**config.mk**
```make
export PLATFORM = sky130hd
export DESIGN_NAME = multicycle_ctrl
export DESIGN_NICKNAME = d
export VERILOG_FILES = /design/src/rtl/riscv_pkg.sv /design/src/rtl/alu_decoder.sv /design/src/rtl/multicycle_ctrl.sv
export SDC_FILE = /design/constraint.sdc
export NUM_CORES = 1
export LEC_CHECK = 0
export ABC_AREA = 0
export CAP_MARGIN = 20
export CELL_PAD_IN_SITES_DETAIL_PLACEMENT = 1
export CELL_PAD_IN_SITES_GLOBAL_PLACEMENT = 1
export CORE_MARGIN = 2
export CORE_UTILIZATION = 30
export DETAILED_ROUTE_END_ITERATION = 8
export PLACE_DENSITY_LB_ADDON = 0.1
export SYNTH_ARGS = -nofsm -noshare
export SYNTH_HDL_FRONTEND = slang
export SYNTH_HIERARCHICAL = 1
export SYNTH_SLANG_ARGS = --single-unit
export TNS_END_PERCENT = 5
```
**constraint.sdc**
```tcl
create_clock -name clk -period 2.1 [get_ports clk]
set_clock_uncertainty 0.05 [all_clocks]
set_input_delay 0.63 -clock clk [delete_from_list [all_inputs] [get_ports clk]]
set_output_delay 0.63 -clock clk [all_outputs]
set_load 0.1 [all_outputs]
```
**src/rtl/riscv_pkg.sv**
```systemverilog
// Shared RV32I control types: ALU operations, multicycle FSM states,
// opcode constants and datapath mux-select encodings.
package riscv_pkg;

  typedef enum logic [2:0] {
    ALU_ADD = 3'd0,
    ALU_SUB = 3'd1,
    ALU_AND = 3'd2,
    ALU_OR  = 3'd3,
    ALU_XOR = 3'd4,
    ALU_SLT = 3'd5
  } alu_ops_t;

  typedef enum logic [3:0] {
    S_IDLE     = 4'd0,
    S_FETCH    = 4'd1,
    S_DECODE   = 4'd2,
    S_MEMADR   = 4'd3,
    S_MEMREAD  = 4'd4,
    S_MEMWB    = 4'd5,
    S_MEMWRITE = 4'd6,
    S_EXECR    = 4'd7,
    S_EXECI    = 4'd8,
    S_ALUWB    = 4'd9,
    S_BEQ      = 4'd10,
    S_JAL      = 4'd11
  } mc_state_t;

  localparam logic [6:0] OP_LOAD   = 7'b0000011;
  localparam logic [6:0] OP_STORE  = 7'b0100011;
  localparam logic [6:0] OP_RTYPE  = 7'b0110011;
  localparam logic [6:0] OP_ITYPE  = 7'b0010011;
  localparam logic [6:0] OP_BRANCH = 7'b1100011;
  localparam logic [6:0] OP_JAL    = 7'b1101111;

  localparam logic [1:0] SRC_A_PC    = 2'b00;
  localparam logic [1:0] SRC_A_OLDPC = 2'b01;
  localparam logic [1:0] SRC_A_RS1   = 2'b10;

  localparam logic [1:0] SRC_B_RS2  = 2'b00;
  localparam logic [1:0] SRC_B_IMM  = 2'b01;
  localparam logic [1:0] SRC_B_FOUR = 2'b10;

  localparam logic [1:0] RES_ALUOUT  = 2'b00;
  localparam logic [1:0] RES_MEMDATA = 2'b01;
  localparam logic [1:0] RES_ALU     = 2'b10;

  localparam logic [1:0] IMM_I = 2'b00;
  localparam logic [1:0] IMM_S = 2'b01;
  localparam logic [1:0] IMM_B = 2'b10;
  localparam logic [1:0] IMM_J = 2'b11;

endpackage

```
**src/rtl/alu_decoder.sv**
```systemverilog
// Combinational funct3/funct7 decode to an ALU operation plus a legality flag;
// shared between the multicycle and single-cycle cores.
module alu_decoder
  import riscv_pkg::*;
(
  input  logic [2:0] funct3,
  input  logic       funct7b5,
  input  logic       is_rtype,
  output alu_ops_t   alu_ctrl,
  output logic       legal
);

  always_comb begin
    alu_ctrl = ALU_ADD;
    legal    = 1'b1;
    case (funct3)
      3'b000:  alu_ctrl = (is_rtype && funct7b5) ? ALU_SUB : ALU_ADD;
      3'b111:  alu_ctrl = ALU_AND;
      3'b110:  alu_ctrl = ALU_OR;
      3'b100:  alu_ctrl = ALU_XOR;
      3'b010:  alu_ctrl = ALU_SLT;
      default: legal = 1'b0;
    endcase
  end

endmodule

```
**src/rtl/multicycle_ctrl.sv**
```systemverilog
// Multicycle RV32I control FSM: drives ALU op, datapath selects and write
// enables one step per state, with a memory handshake and retired count.
module multicycle_ctrl
  import riscv_pkg::*;
#(
  parameter int INSTRET_W = 32
) (
  input  logic                 clk,
  input  logic                 rst_n,
  input  logic [6:0]           opcode,
  input  logic [2:0]           funct3,
  input  logic                 funct7b5,
  input  logic                 zero,
  input  logic                 mem_ready,
  output alu_ops_t             alu_ctrl,
  output logic [1:0]           alu_src_a,
  output logic [1:0]           alu_src_b,
  output logic [1:0]           result_src,
  output logic [1:0]           imm_src,
  output logic                 adr_src,
  output logic                 mem_req,
  output logic                 mem_we,
  output logic                 ir_write,
  output logic                 pc_write,
  output logic                 reg_write,
  output logic                 illegal_instr,
  output logic [INSTRET_W-1:0] instret
);

  mc_state_t state, state_nxt;
  alu_ops_t  dec_alu;
  logic      dec_legal;
  logic      funct_bad;
  logic      retire;

  alu_decoder u_alu_dec (
    .funct3   (funct3),
    .funct7b5 (funct7b5),
    .is_rtype (state == S_EXECR),
    .alu_ctrl (dec_alu),
    .legal    (dec_legal)
  );

  always_ff @(posedge clk or negedge rst_n) begin
    if (!rst_n) state <= S_IDLE;
    else        state <= state_nxt;
  end

  // Remembers a bad funct3 from EXEC so the following ALUWB neither writes nor retires.
  always_ff @(posedge clk or negedge rst_n) begin
    if (!rst_n)                                      funct_bad <= 1'b0;
    else if (state == S_EXECR || state == S_EXECI)   funct_bad <= !dec_legal;
    else if (state == S_DECODE)                      funct_bad <= 1'b0;
  end

  always_ff @(posedge clk or negedge rst_n) begin
    if (!rst_n)      instret <= '0;
    else if (retire) instret <= instret + {{(INSTRET_W-1){1'b0}}, 1'b1};
  end

  always_comb begin
    state_nxt     = state;
    alu_ctrl      = ALU_ADD;
    alu_src_a     = SRC_A_PC;
    alu_src_b     = SRC_B_RS2;
    result_src    = RES_ALUOUT;
    imm_src       = IMM_I;
    adr_src       = 1'b0;
    mem_req       = 1'b0;
    mem_we        = 1'b0;
    ir_write      = 1'b0;
    pc_write      = 1'b0;
    reg_write     = 1'b0;
    illegal_instr = 1'b0;
    retire        = 1'b0;
    case (state)
      S_IDLE: state_nxt = S_FETCH;
      S_FETCH: begin
        mem_req = 1'b1;
        if (mem_ready) begin
          ir_write   = 1'b1;
          alu_src_b  = SRC_B_FOUR;
          result_src = RES_ALU;
          pc_write   = 1'b1;
          state_nxt  = S_DECODE;
        end
      end
      S_DECODE: begin
        // Branch target is computed here speculatively into alu_out.
        alu_src_a = SRC_A_OLDPC;
        alu_src_b = SRC_B_IMM;
        imm_src   = IMM_B;
        case (opcode)
          OP_LOAD, OP_STORE: state_nxt = S_MEMADR;
          OP_RTYPE:          state_nxt = S_EXECR;
          OP_ITYPE:          state_nxt = S_EXECI;
          OP_BRANCH:         state_nxt = S_BEQ;
          OP_JAL:            state_nxt = S_JAL;
          default: begin
            illegal_instr = 1'b1;
            state_nxt     = S_FETCH;
          end
        endcase
      end
      S_MEMADR: begin
        alu_src_a = SRC_A_RS1;
        alu_src_b = SRC_B_IMM;
        imm_src   = (opcode == OP_STORE) ? IMM_S : IMM_I;
        state_nxt = (opcode == OP_STORE) ? S_MEMWRITE : S_MEMREAD;
      end
      S_MEMREAD: begin
        mem_req = 1'b1;
        adr_src = 1'b1;
        if (mem_ready) state_nxt = S_MEMWB;
      end
      S_MEMWB: begin
        result_src = RES_MEMDATA;
        reg_write  = 1'b1;
        retire     = 1'b1;
        state_nxt  = S_FETCH;
      end
      S_MEMWRITE: begin
        mem_req = 1'b1;
        mem_we  = 1'b1;
        adr_src = 1'b1;
        if (mem_ready) begin
          retire    = 1'b1;
          state_nxt = S_FETCH;
        end
      end
      S_EXECR: begin
        alu_src_a     = SRC_A_RS1;
        alu_src_b     = SRC_B_RS2;
        alu_ctrl      = dec_alu;
        illegal_instr = !dec_legal;
        state_nxt     = S_ALUWB;
      end
      S_EXECI: begin
        alu_src_a     = SRC_A_RS1;
        alu_src_b     = SRC_B_IMM;
        imm_src       = IMM_I;
        alu_ctrl      = dec_alu;
        illegal_instr = !dec_legal;
        state_nxt     = S_ALUWB;
      end
      S_ALUWB: begin
        reg_write = !funct_bad;
        retire    = !funct_bad;
        state_nxt = S_FETCH;
      end
      S_BEQ: begin
        alu_src_a = SRC_A_RS1;
        alu_src_b = SRC_B_RS2;
        alu_ctrl  = ALU_SUB;
        if (funct3 == 3'b000) begin
          pc_write = zero;
          retire   = 1'b1;
        end else begin
          illegal_instr = 1'b1;
        end
        state_nxt = S_FETCH;
      end
      S_JAL: begin
        alu_src_a = SRC_A_OLDPC;
        alu_src_b = SRC_B_FOUR;
        pc_write  = 1'b1;
        state_nxt = S_ALUWB;
      end
      default: state_nxt = S_IDLE;
    endcase
  end

endmodule

```
==> results.md, run 1 <==
- CP max-delay cell: a221o_4
- Die boundary width: around 92 um
- Max Cap Viol: 0
- RSZ-0062 raised after global routing: yes
- Gr usage total: 18.1%
- Largest family of logic cells by synthesized area: simple AND/OR/NAND/NOR gates
- EDFF count, synth: 0
- Finished Cell Area: 0.00438 mm^2
- Cell mode on critical path: nor2b_4
- Failing checks: setup timing
- Area growth syn-to-layout: 89.2%
- Met2 Routed Length: 3.67 mm
- Hold Slack: 0.215 ns
- Gpl congestion: 0.809
- Final hold violation count: 0
- CTS clk-pin slew, worst paths: 0.08 ns
- Reg2reg path depth: 8
- XOR/XNOR Fraction of Synth Area: around an eighth
- Yosys warnings: 6
- Period utilization: 119%
- Status: complete, but fails checks
- Post-synthesis net count: between 200 and 300
- Yosys top cell by area: dfrtp_1
- Share of layout cells above drive strength 1: around 50%
- Top cells by count, synth: dfrtp_1 (37), nor2_1 (21), xor2_1 (21)
- Initial DRC count: 65
- Filler cell count: 811
- Initial antenna violation count: 0
- Routed WL per cell: ~16 um
- Die Area: 0.00843 mm^2
- Average vias per placed instance: roughly 5
- Number of routed nets with antenna violations: 0
- Rows: 32
- Sequential share of power: 19.0%
- Avg Synthesized Cell Area: 9.48 um^2
- R2R setup slack: -0.07 ns
- Fin cells: 459
- Synth top area share: 40.0%
- Clock group share of total power: 13.1%
- Peak supply drop: between 1000 and 1500 uV
- Global route overflow: 0
- Compound-Gate Fraction of Synth Area: 12.4%
- M1 wire length: 3.38 mm
- Drt total wl: 7.30 mm
- Initial DRT Pass Iterations: 4
- Core box area: 0.00761 mm^2
- DR WL met3: 205 um
- Clock sinks: 37
- Top layer in use: met4
- Design internal power: 2.46 mW
- Worst path bufs/invs: 2
- IO Pins: 65
- Startpoint Class: input pin
- Post-Synthesis Cells: 244
- Minimum clock period: 2.51 ns
- Total CTS buffers: 5
- DP Cell Count: 449
- Worst skew pair latency: 0.29 ns
- CP max FO: 3
- Crit path DAT: 1.83 ns
- FF+latch area: 927 um^2
- Pin count of the biggest net entering global routing: 23
- Cell with the most instances after synthesis: dfrtp_1
- Leak: 1.93 nW
- Critical Path, Cell by Cell: buf_8, nor2b_4, nand4_1, a21oi_4, nor2b_4, a221o_4, buf_12
- Fin worst setup slack: -0.405 ns
- Worst Max-Slew Pin Slew: around 0.47 ns
- Antenna Cells: 0
- DR DRC count: 0
- Clock root buffer: clkbuf_8
- Critical path's top delay family: compound AO/OA/AOI/OAI gates
- Area of the multi-input gates: roughly 0.0016 mm^2
- Synth top area cells: dfrtp_1 (40%), xor2_1 (8.0%), xnor2_1 (4.5%)
- R2r startpoint: state[3]
- Slew HR: 68.5%
- Tot Pwr: 4.76 mW
- TritonCTS clock tree: done
- Die H: 91.8 um
- Register area share after synthesis: 40.0%
- Multiplexer share of the synthesized area: ~1.4%
- Worst hold path class: input pin to async pin
- Area after DPL: 0.00401 mm^2
- Count of cell types in the netlist: 59
- Detailed Place HPWL: approximately 5.6 mm
- Worst path depth: 7
- Place WS: -0.975 ns
- Initial core utilization: between 30% and 40%
- PortBufs: 64
- Sw Pwr: 2.30 mW
- Synthesized area: 0.00231 mm^2
- Main synth FF type: dfrtp_1
- Worst path max stage delay: 0.34 ns
- RR Endpoint: instret[26]
- Final slew viol count: 0
- Logic pwr share: 67.8%
- Adder-Cell Fraction of Synth Area: 0.973%
- Post-synthesis sequential element count: 37
- Cell Pwr Density: 1090 mW/mm^2
- Worst EP required: 1.42 ns
- Switch share: between 40% and 50%
- Max Root-Sink Buffers: 2
- Setup violations, final: 28
- Vias in the first global route: 2,403
- Worst Setup End Kind: output port
- Nets@finish: 372
- Post-synthesis simple-gate area fraction: between 20% and 30%
- FMAX: between 300 and 400 MHz
- WS Path Type: input pin to output port
- Async set-reset flop share out of synthesis: 100%
- Vias post-DR: about 2,300
- H-Tree Depth: 2
- First-pass GRT wire length: about 12 mm
[cells in the final DEF (no fill, tap or decap), types with 2 or more instances in the layout]
| master | instances |
|---|---|
| nor3b_4 | 3 |
| a22oi_1 | 2 |
| nor2_4 | 4 |
| xor2_1 | 21 |
| clkbuf_8 | 5 |
| a22o_1 | 2 |
| and3_1 | 2 |
| o21ai_0 | 4 |
| nor4_2 | 5 |
| and2_4 | 3 |
| buf_12 | 52 |
| inv_1 | 12 |
| nand2b_4 | 3 |
| and4_1 | 5 |
| a21oi_1 | 3 |
| nor3_2 | 2 |
| a32o_1 | 2 |
| a21oi_4 | 2 |
| o21ai_2 | 2 |
| clkdlybuf4s15_2 | 7 |
| nor2_1 | 13 |
| nor2b_4 | 4 |
| o2111ai_4 | 2 |
| nor3_1 | 12 |
| xnor2_1 | 12 |
| nor2b_2 | 3 |
| nand2_1 | 17 |
| nor4b_2 | 2 |
| nor2b_1 | 2 |
| buf_4 | 38 |
| nor2_2 | 4 |
| dlygate4sd2_1 | 2 |
| nand4_1 | 8 |
| nand3_1 | 7 |
| a21oi_2 | 3 |
| dfrtp_1 | 36 |
| nor3_4 | 2 |
| buf_6 | 11 |
[state kept, by name (all words and copies together) (netlist names)]
register,cells
instret,32
state,4
funct_bad,1
[how the worst max path moves through the flow]
stage / start / to
6_report: opcode[4] / illegal_instr
5_1_grt: opcode[5] / illegal_instr
4_1_cts: opcode[4] / illegal_instr
3_5_place_dp: opcode[5] / illegal_instr
3_3_place_gp: opcode[5] / illegal_instr
2_1_floorplan: mem_ready / pc_write
[cell families after synthesis]
logic type               Yosys count
AO/OA/AOI/OAI                     35
XOR/XNOR                          33
adder cells (fa/ha/maj)            2
buffers and inverters             21
flip-flops                        37
multiplexers                       3
AND/OR/NAND/NOR                  113
[per-layer routing]
layer  up-vias  global-route usage, %
li1       1094                      -
met1      1129                   24.7
met2        40                   30.8
met3         5                   2.47
met4         0                   4.10
met5         -                      0
[layout make-up]
| class | instances | area share (%) |
|---|---|---|
| sequential | 37 | 21.2 |
| inverter | 12 | 1.03 |
| multi-input combinational | 186 | 36.0 |
| timing repair buffer | 114 | 36.3 |
| clock buffer | 5 | 1.57 |
| clock inverter | 3 | 1.06 |
| tap | 102 | 2.92 |
[what timing repair did]
| item | CTS | global route |
|---|---|---|
| buffers inserted | 2 | 0 |
| pin swaps | 13 | 9 |
| resized for setup | 72 | 19 |
| hold buffers | 0 | 0 |
| setup endpoints to repair | 50 | 49 |
[power by group through the flow]
stage,combinational (mW),clock (mW),sequential (mW)
2_1_floorplan,1.58,0,1.14
3_3_place_gp,2.98,0,0.889
3_5_place_dp,3.01,0,0.898
4_1_cts,3.17,0.643,0.896
5_1_grt,3.38,0.672,0.916
6_report,3.23,0.624,0.906
[through the flow]
stage / util, % / TNS [ns]
3_5_place_dp: 52.6 / -24.45
4_1_cts: 56.5 / -3.94
5_1_grt: 57.5 / -6.75
3_3_place_gp: 52.6 / -22.69
6_report: 57.5 / -3.69
2_1_floorplan: - / -16.49
Power figures use the tool's default switching activity.
==> run 2: changes to the inputs <==
GPL_TIMING_DRIVEN = 0   (was not set)
==> results.md, run 2 (same netlist as run 1, synthesis figures left out) <==
- Design internal power: 2.33 mW (was 2.46 mW)
- Gpl congestion: 0.805 (was 0.809)
- Minimum clock period: 2.53 ns (was 2.51 ns)
- Commonest cells after routing, fill and taps aside: dfrtp_1 (36), buf_4 (35), clkdlybuf4s15_2 (32) (was buf_12 (52), buf_4 (38), dfrtp_1 (36))
- Vias post-DR: 2,274 (was 2,268)
- IO Pins: 65 (unchanged)
- Setup TNS: -4.51 ns (was -3.69 ns)
- Crit path DAT: 1.85 ns (was 1.83 ns)
- Logic pwr share: 67.2% (was 67.8%)
- Worst path depth: 7 (unchanged)
- Pin count of the biggest net entering global routing: 38 (was 23)
- Finished Cell Area: 0.00396 mm^2 (was 0.00438 mm^2)
- H-Tree Depth: 2 (unchanged)
- Average vias per placed instance: 5.01 (was 4.94)
- Clock group share of total power: 13.9% (was 13.1%)
- Die Area: 0.00843 mm^2 (unchanged)
- First-pass GRT wire length: 12.7 mm (was 12.4 mm)
- Initial antenna violation count: 0 (unchanged)
- CTS clk-pin slew, worst paths: 0.08 ns (about the same)
- WS Path Type: input pin to output port (unchanged)
- Final slew viol count: 0 (unchanged)
- Crit path from: opcode[4] (unchanged)
- Worst path bufs/invs: 2 (unchanged)
- R2R setup slack: -0.16 ns (was -0.07 ns)
- Nets@finish: 367 (was 372)
- CP max-delay cell: a221o_4 (unchanged)
- Worst EP required: 1.42 ns (about the same)
- Met1 Track Usage GR: 24.0% (was 24.7%)
- Clock root buffer: clkbuf_8 (unchanged)
- Critical Path, Cell by Cell: buf_8, nor2b_4, nand4_1, a21oi_2, nor2b_4, a221o_4, buf_12 (was buf_8, nor2b_4, nand4_1, a21oi_4, nor2b_4, a221o_4, buf_12)
- Sequential share of power: 18.9% (was 19.0%)
- Setup violations, final: 33 (was 28)
- TritonCTS clock tree: done (unchanged)
- Worst hold path class: input pin to async pin (unchanged)
- Number of routed nets with antenna violations: 0 (unchanged)
- GRT met2 Usage: 33.5% (was 30.8%)
- Worst Max-Slew Pin Slew: 0.850 ns (was 0.473 ns)
- Reg with most FFs: instret (unchanged)
- Antenna Cells: 0 (unchanged)
- Commonest non-fill, non-tap cell in the layout: dfrtp_1 (was buf_12)
- Area growth syn-to-layout: 71.2% (was 89.2%)
- Final hold violation count: 0 (unchanged)
- Worst Setup End Kind: output port (unchanged)
- Core box area: 0.00761 mm^2 (unchanged)
- Drt total wl: 7.82 mm (was 7.30 mm)
- Status: complete, but fails checks (unchanged)
- Top flop regs: instret (32), state (4), funct_bad (1) (unchanged)
- Peak supply drop: 814 uV (was 1100 uV)
- Cell mode on critical path: nor2b_4 (unchanged)
- Max FFs per register: 32 (unchanged)
- Rows: 32 (unchanged)
- Total CTS buffers: 5 (unchanged)
- CP max FO: 4 (was 3)
- Met3 usage: 3.20% (was 2.47%)
- DP Cell Count: 410 (was 449)
- Die H: 91.8 um (unchanged)
- Cell Pwr Density: 1180 mW/mm^2 (was 1090 mW/mm^2)
- Die boundary width: 91.8 um (unchanged)
- Area after DPL: 0.00317 mm^2 (was 0.00401 mm^2)
- Gr usage total: 18.9% (was 18.1%)
- R2r startpoint: state[0] (was state[3])
- RR Endpoint: instret[18] (was instret[26])
- Leak: 1.75 nW (was 1.93 nW)
- FMAX: 396 MHz (was 399 MHz)
- Sw Pwr: 2.33 mW (was 2.30 mW)
- GR peak layer: met2 (unchanged)
- Startpoint Class: input pin (unchanged)
- Max Cap Viol: 0 (unchanged)
- Clock sinks: 37 (unchanged)
- Vias in the first global route: 2,464 (was 2,403)
- Reg2reg path depth: 7 (was 8)
- Detailed Place HPWL: 4.82 mm (was 5.61 mm)
- Critical path's top delay family: compound AO/OA/AOI/OAI gates (unchanged)
- Routed WL per cell: 17.2 um (was 15.9 um)
- Crit path capture: illegal_instr (unchanged)
- Worst path max stage delay: 0.34 ns (about the same)
- Initial core utilization: 30.4% (unchanged)
- DR DRC count: 0 (unchanged)
- Fin worst setup slack: -0.426 ns (was -0.405 ns)
- Worst skew pair latency: 0.29 ns (about the same)
- PortBufs: 64 (unchanged)
- Fin cells: 454 (was 459)
- Failing checks: setup timing (unchanged)
- Share of layout cells above drive strength 1: 49.4% (was 49.6%)
- Switch share: 50.0% (was 48.4%)
- Slew HR: 43.3% (was 68.5%)
- Initial DRT Pass Iterations: 4 (unchanged)
- Max Root-Sink Buffers: 2 (unchanged)
- Period utilization: 120% (was 119%)
- RSZ-0062 raised after global routing: yes (unchanged)
- Global route overflow: 0 (unchanged)
- Initial DRC count: 58 (was 65)
==> run 2: cell count changes in the layout (fill, tap and decap cells not counted), sizes merged <==
cell and change:
buf -33, clkdlybuf4s15 +25, clkbuf +4, clkdlybuf4s50 +1, clkinv -1, dlymetal6s2s -1
==> run 2: cell type report <==
| class | instances | area, um^2 |
|---|---|---|
| Sequential cell | 37 | 927 |
| Inverter | 12 | 45.0 |
| Multi-Input combinational cell | 186 | 1570 |
| Fill cell | 861 | 3650 |
| Clock inverter | 2 | 37.5 |
| Clock buffer | 6 | 82.6 |
| Timing Repair Buffer | 100 | 1070 |
| Buffer | 9 | 96.3 |
| Tap cell | 102 | 128 |
==> run 2: routing by layer <==
metal  share of wire, %  vias up
met5                  0        -
li1                   -     1082
met2                 51       59
met4                1.8        0
met3                3.8       12
met1                 44     1121
==> run 2: through the flow <==
stage / worst slack, ns / utilization (%) / hold slack (ns) / total power [mW]
final: -0.426 / 52.1 / 0.383 / 4.66
after global routing: -0.469 / 52.1 / 0.436 / 4.88
after CTS: -0.350 / 50.1 / 0.410 / 4.50
after detailed placement: -1.81 / 41.7 / 0.410 / 3.25
after global placement: -1.84 / 41.7 / 0.414 / 3.23
after floorplan: -0.716 / - / 0.284 / 2.72
==> run 2: how the worst min path moves through the flow <==
stage / to / slack [ns]
5_1_grt: instret[28] / 0.44
6_report: instret[27] / 0.38
3_5_place_dp: instret[31] / 0.41
2_1_floorplan: funct_bad / 0.28
4_1_cts: instret[27] / 0.41
3_3_place_gp: instret[31] / 0.41
==> run 2: worst reg2reg max path, cell delays in order (launching register included) <==
cell and delay [ns]:
dfrtp_1 0.41, buf_4 0.15, buf_2 0.15, and4bb_2 0.35, a32o_2 0.29, o2111ai_4 0.28
nor3_1 0.30, xor2_1 0.20
==> run 2: power by group through the flow <==
stage	Combinational, mW	Clock (mW)	Sequential, mW
6_report	3.13	0.650	0.881
5_1_grt	3.27	0.712	0.894
4_1_cts	2.95	0.671	0.877
3_5_place_dp	2.37	0	0.883
3_3_place_gp	2.35	0	0.883
2_1_floorplan	1.58	0	1.14
==> run 2: timing repair <==
item,in CTS,in global routing
buffers inserted,24,10
hold buffers,0,0
gates resized for setup,344,13
pin swaps,17,12
gates cloned,1,1
setup endpoints to repair,84,42
==> variant (flow settings as in run 2) <==
Re-encode `mc_state_t` (12 states) as Gray code, 4 bits wide.
--- a/src/rtl/riscv_pkg.sv
+++ b/src/rtl/riscv_pkg.sv
@@ -12,18 +12,18 @@
   } alu_ops_t;
 
   typedef enum logic [3:0] {
-    S_IDLE     = 4'd0,
-    S_FETCH    = 4'd1,
-    S_DECODE   = 4'd2,
-    S_MEMADR   = 4'd3,
-    S_MEMREAD  = 4'd4,
-    S_MEMWB    = 4'd5,
-    S_MEMWRITE = 4'd6,
-    S_EXECR    = 4'd7,
-    S_EXECI    = 4'd8,
-    S_ALUWB    = 4'd9,
-    S_BEQ      = 4'd10,
-    S_JAL      = 4'd11
+    S_IDLE     = 4'b0000,
+    S_FETCH    = 4'b0001,
+    S_DECODE   = 4'b0011,
+    S_MEMADR   = 4'b0010,
+    S_MEMREAD  = 4'b0110,
+    S_MEMWB    = 4'b0111,
+    S_MEMWRITE = 4'b0101,
+    S_EXECR    = 4'b0100,
+    S_EXECI    = 4'b1100,
+    S_ALUWB    = 4'b1101,
+    S_BEQ      = 4'b1111,
+    S_JAL      = 4'b1110
   } mc_state_t;
 
   localparam logic [6:0] OP_LOAD   = 7'b0000011;
Formal check against the unedited RTL: same outputs for any inputs over 10 cycles, from zero or initial values and one cycle with rst_n low; not proved beyond that.
==> variant against run 2 <==
The run still ends with setup timing left. Sequential cell count is the same. Sequential share of layout area increased by 1.3 points. Routed wire length fell by 8.9%. Sequential power increased by 4.9%. Total power shrank 5.9%. Final area is 5.2% lower. Worst setup slack worse by 0.028 ns. Clock power down 23%. Area after synthesis fell by 7.2%. Combinational power decreased by 5%.
==> variant: results (changes against run 2) <==
Yosys
  – Synthesized instance count: 229 (-6.1%)
  – Synth Area in Compound Gates: 11.4% (-0.96 points)
  – Post-synth top cells: dfrtp_1 (37), nor2_1 (22), nand2_1 (19)
  – Multiplexer area fraction after synthesis: 0.524% (-0.88 points)
  – Largest cells by area after synthesis: dfrtp_1 (43%), xnor2_1 (6.9%), xor2_1 (6.5%)
  – Asr flop ratio synth: 100% (unchanged)
  – Synth Area in Adders: 0.583% (-0.39 points)
  – Post-synthesis sequential area ratio: 43.1% (+3.1 points)
  – Number of synthesis warnings: 6 (unchanged)
  – Synth Net Count: 245 (-5.8%)
  – Post-Synth XOR/XNOR Area: 13.5% (+0.97 points)
  – Yosys cell types: 49 (-17%)

Place
  – Placer Congestion: 0.732 (-9.2%)
  – Port Buffers: 64 (unchanged)
  – Dpl cell area: 0.00296 sq mm (-6.6%)
  – Detailed Place HPWL: 4350 microns (-9.8%)
  – Placed Cells incl. Taps: 389 (-5.1%)

Routing
  – Initial drt markers: 64 (+10%)
  – Via density: 4.91 (-1.9%)
  – Met2 WL: 3680 microns (-7.3%)
  – Per-cell routed wire length: 16.7 microns (-2.9%)
  – Max Used Layer: met4
  – Met3 routed WL: 215 microns (-27%)
  – DRT Pass-1 Iters: 4 (unchanged)
  – Post-Route M1 WL: 3120 microns (-8.7%)

Finish
  – Diode count: 0 (unchanged)
  – Fin cells: 426 (-6.2%)
  – Layout cells sized above 1: 47.0% (-2.5 points)
  – Nets: 345 (-6.0%)
  – Final-layout fill cell count: 760 (-12%)

Worst setup path
  – Critical path arrival: 1.87 ns (+0.02 ns)
  – Reg2reg start: state[1]$_DFFE_PN0P_
  – Worst Reg-to-Reg Cells: 6 (-1)
  – Reg-to-reg slack, setup: -0.09 ns (+0.07 ns)
  – Worst Path Max Fanout: 4 (unchanged)
  – Reg2reg end: instret[31]$_DFFE_PN0P_

Global routing
  – First-pass GRT wire length: 10800 microns (-15%)
  – Largest net degree at the start of global routing: 38 (unchanged)
  – Vias in the first global route: 2143 (-13%)
  – Initial antenna violation count: 0 (unchanged)
  – Gr usage total: 17.9% (-1.0 points)

Run status
  – Failing checks: setup timing
  – Status: finished with violations

Clock network
  – H-tree depth: 2 (unchanged)
  – Max Root-Sink Buffers: 2 (unchanged)
  – CTS Buf Count: 5 (unchanged)
  – Reg clk slew, reported paths: 0.07 ns

Pwr
  – Static leakage: 1.65 nW (-5.7%)
  – Net switching power: 0.00235 W (+0.63%)
  – VDD IR max: 0.586 mV (-28%)

STA
  – Setup violators final: 37 (+12%)
  – Setup slack after layout: -0.454 ns (-0.0280 ns)
  – Relative slew slack: 44.5% (+1.2 points)
==> variant: worst max path at each step <==
stage	to	from	slack, ns	cells after the start
final	imm_src[0]	opcode[6]	-0.45	6
after global placement	imm_src[0]	opcode[3]	-1.85	6
after global routing	imm_src[0]	opcode[6]	-0.51	6
after floorplan	pc_write	state[1]$_DFFE_PN0P_	-1.00	5
after CTS	imm_src[0]	opcode[0]	-0.38	7
after detailed placement	imm_src[0]	opcode[3]	-1.86	6
==> variant: critical path: stages <==
cell and delay (ns):
buf_8 0.10, or4_4 0.55, nor3_4 0.23, nand2b_1 0.12, inv_2 0.08, buf_12 0.17
==> variant: power groups by stage <==
stage,sequential (W),combinational (W),clock [W]
2_1_floorplan,0.00121,0.00145,0
6_report,0.000924,0.00296,0.000503
3_5_place_dp,0.000920,0.00226,0
4_1_cts,0.000908,0.00268,0.000519
5_1_grt,0.000936,0.00308,0.000544
3_3_place_gp,0.000919,0.00226,0
==> variant: cell type report <==
cell class                      count  area (sq um)  area share [%]
Clock inverter                      2          10.0           0.267
Tap cell                           96           120            3.20
Clock buffer                        6          72.6            1.93
Timing Repair Buffer               94          1070            28.5
Multi-Input combinational cell    174          1410            37.6
Sequential cell                    37           928            24.7
Inverter                           10          37.5            1.00
Buffer                              7           103            2.73
==> variant: logic make-up (layout without fill, tap and decap cells) <==
group / count (synthesis) / after routing
and+or+nand+nor: 109 / 109
DFF: 37 / 37
xor gates and xnor gates: 33 / 33
AOI/OAI and AO/OA: 30 / 30
buffers and inverters: 18 / 119
adders and majority gates: 1 / 1
muxes: 1 / 1
==> variant: repair_timing <==
item | 4_1_cts | 5_1_grt
setup endpoints to repair | 83 | 45
pin swaps | 13 | 16
endpoints found under the hold margin | 0 | 0
gates resized for setup | 322 | 56
buffers inserted | 26 | 5
hold buffers | 0 | 0
==> variant: stage by stage <==
stage	hold WS, ns	worst slack, ns	total power, W	TNS [ns]
floorplan	0.284	-1.00	0.00266	-20.08
global placement	0.407	-1.85	0.00318	-73.50
detailed placement	0.412	-1.86	0.00318	-52.75
CTS	0.408	-0.381	0.00410	-3.92
global route	0.437	-0.515	0.00456	-7.77
finish	0.373	-0.454	0.00439	-4.34
==> variant: metal layers <==
layer,global-route usage (%),vias to the layer above
li1,-,1006
met1,23.3,1032
met2,30.8,44
met3,2.99,11
met4,5.37,0
met5,0,-
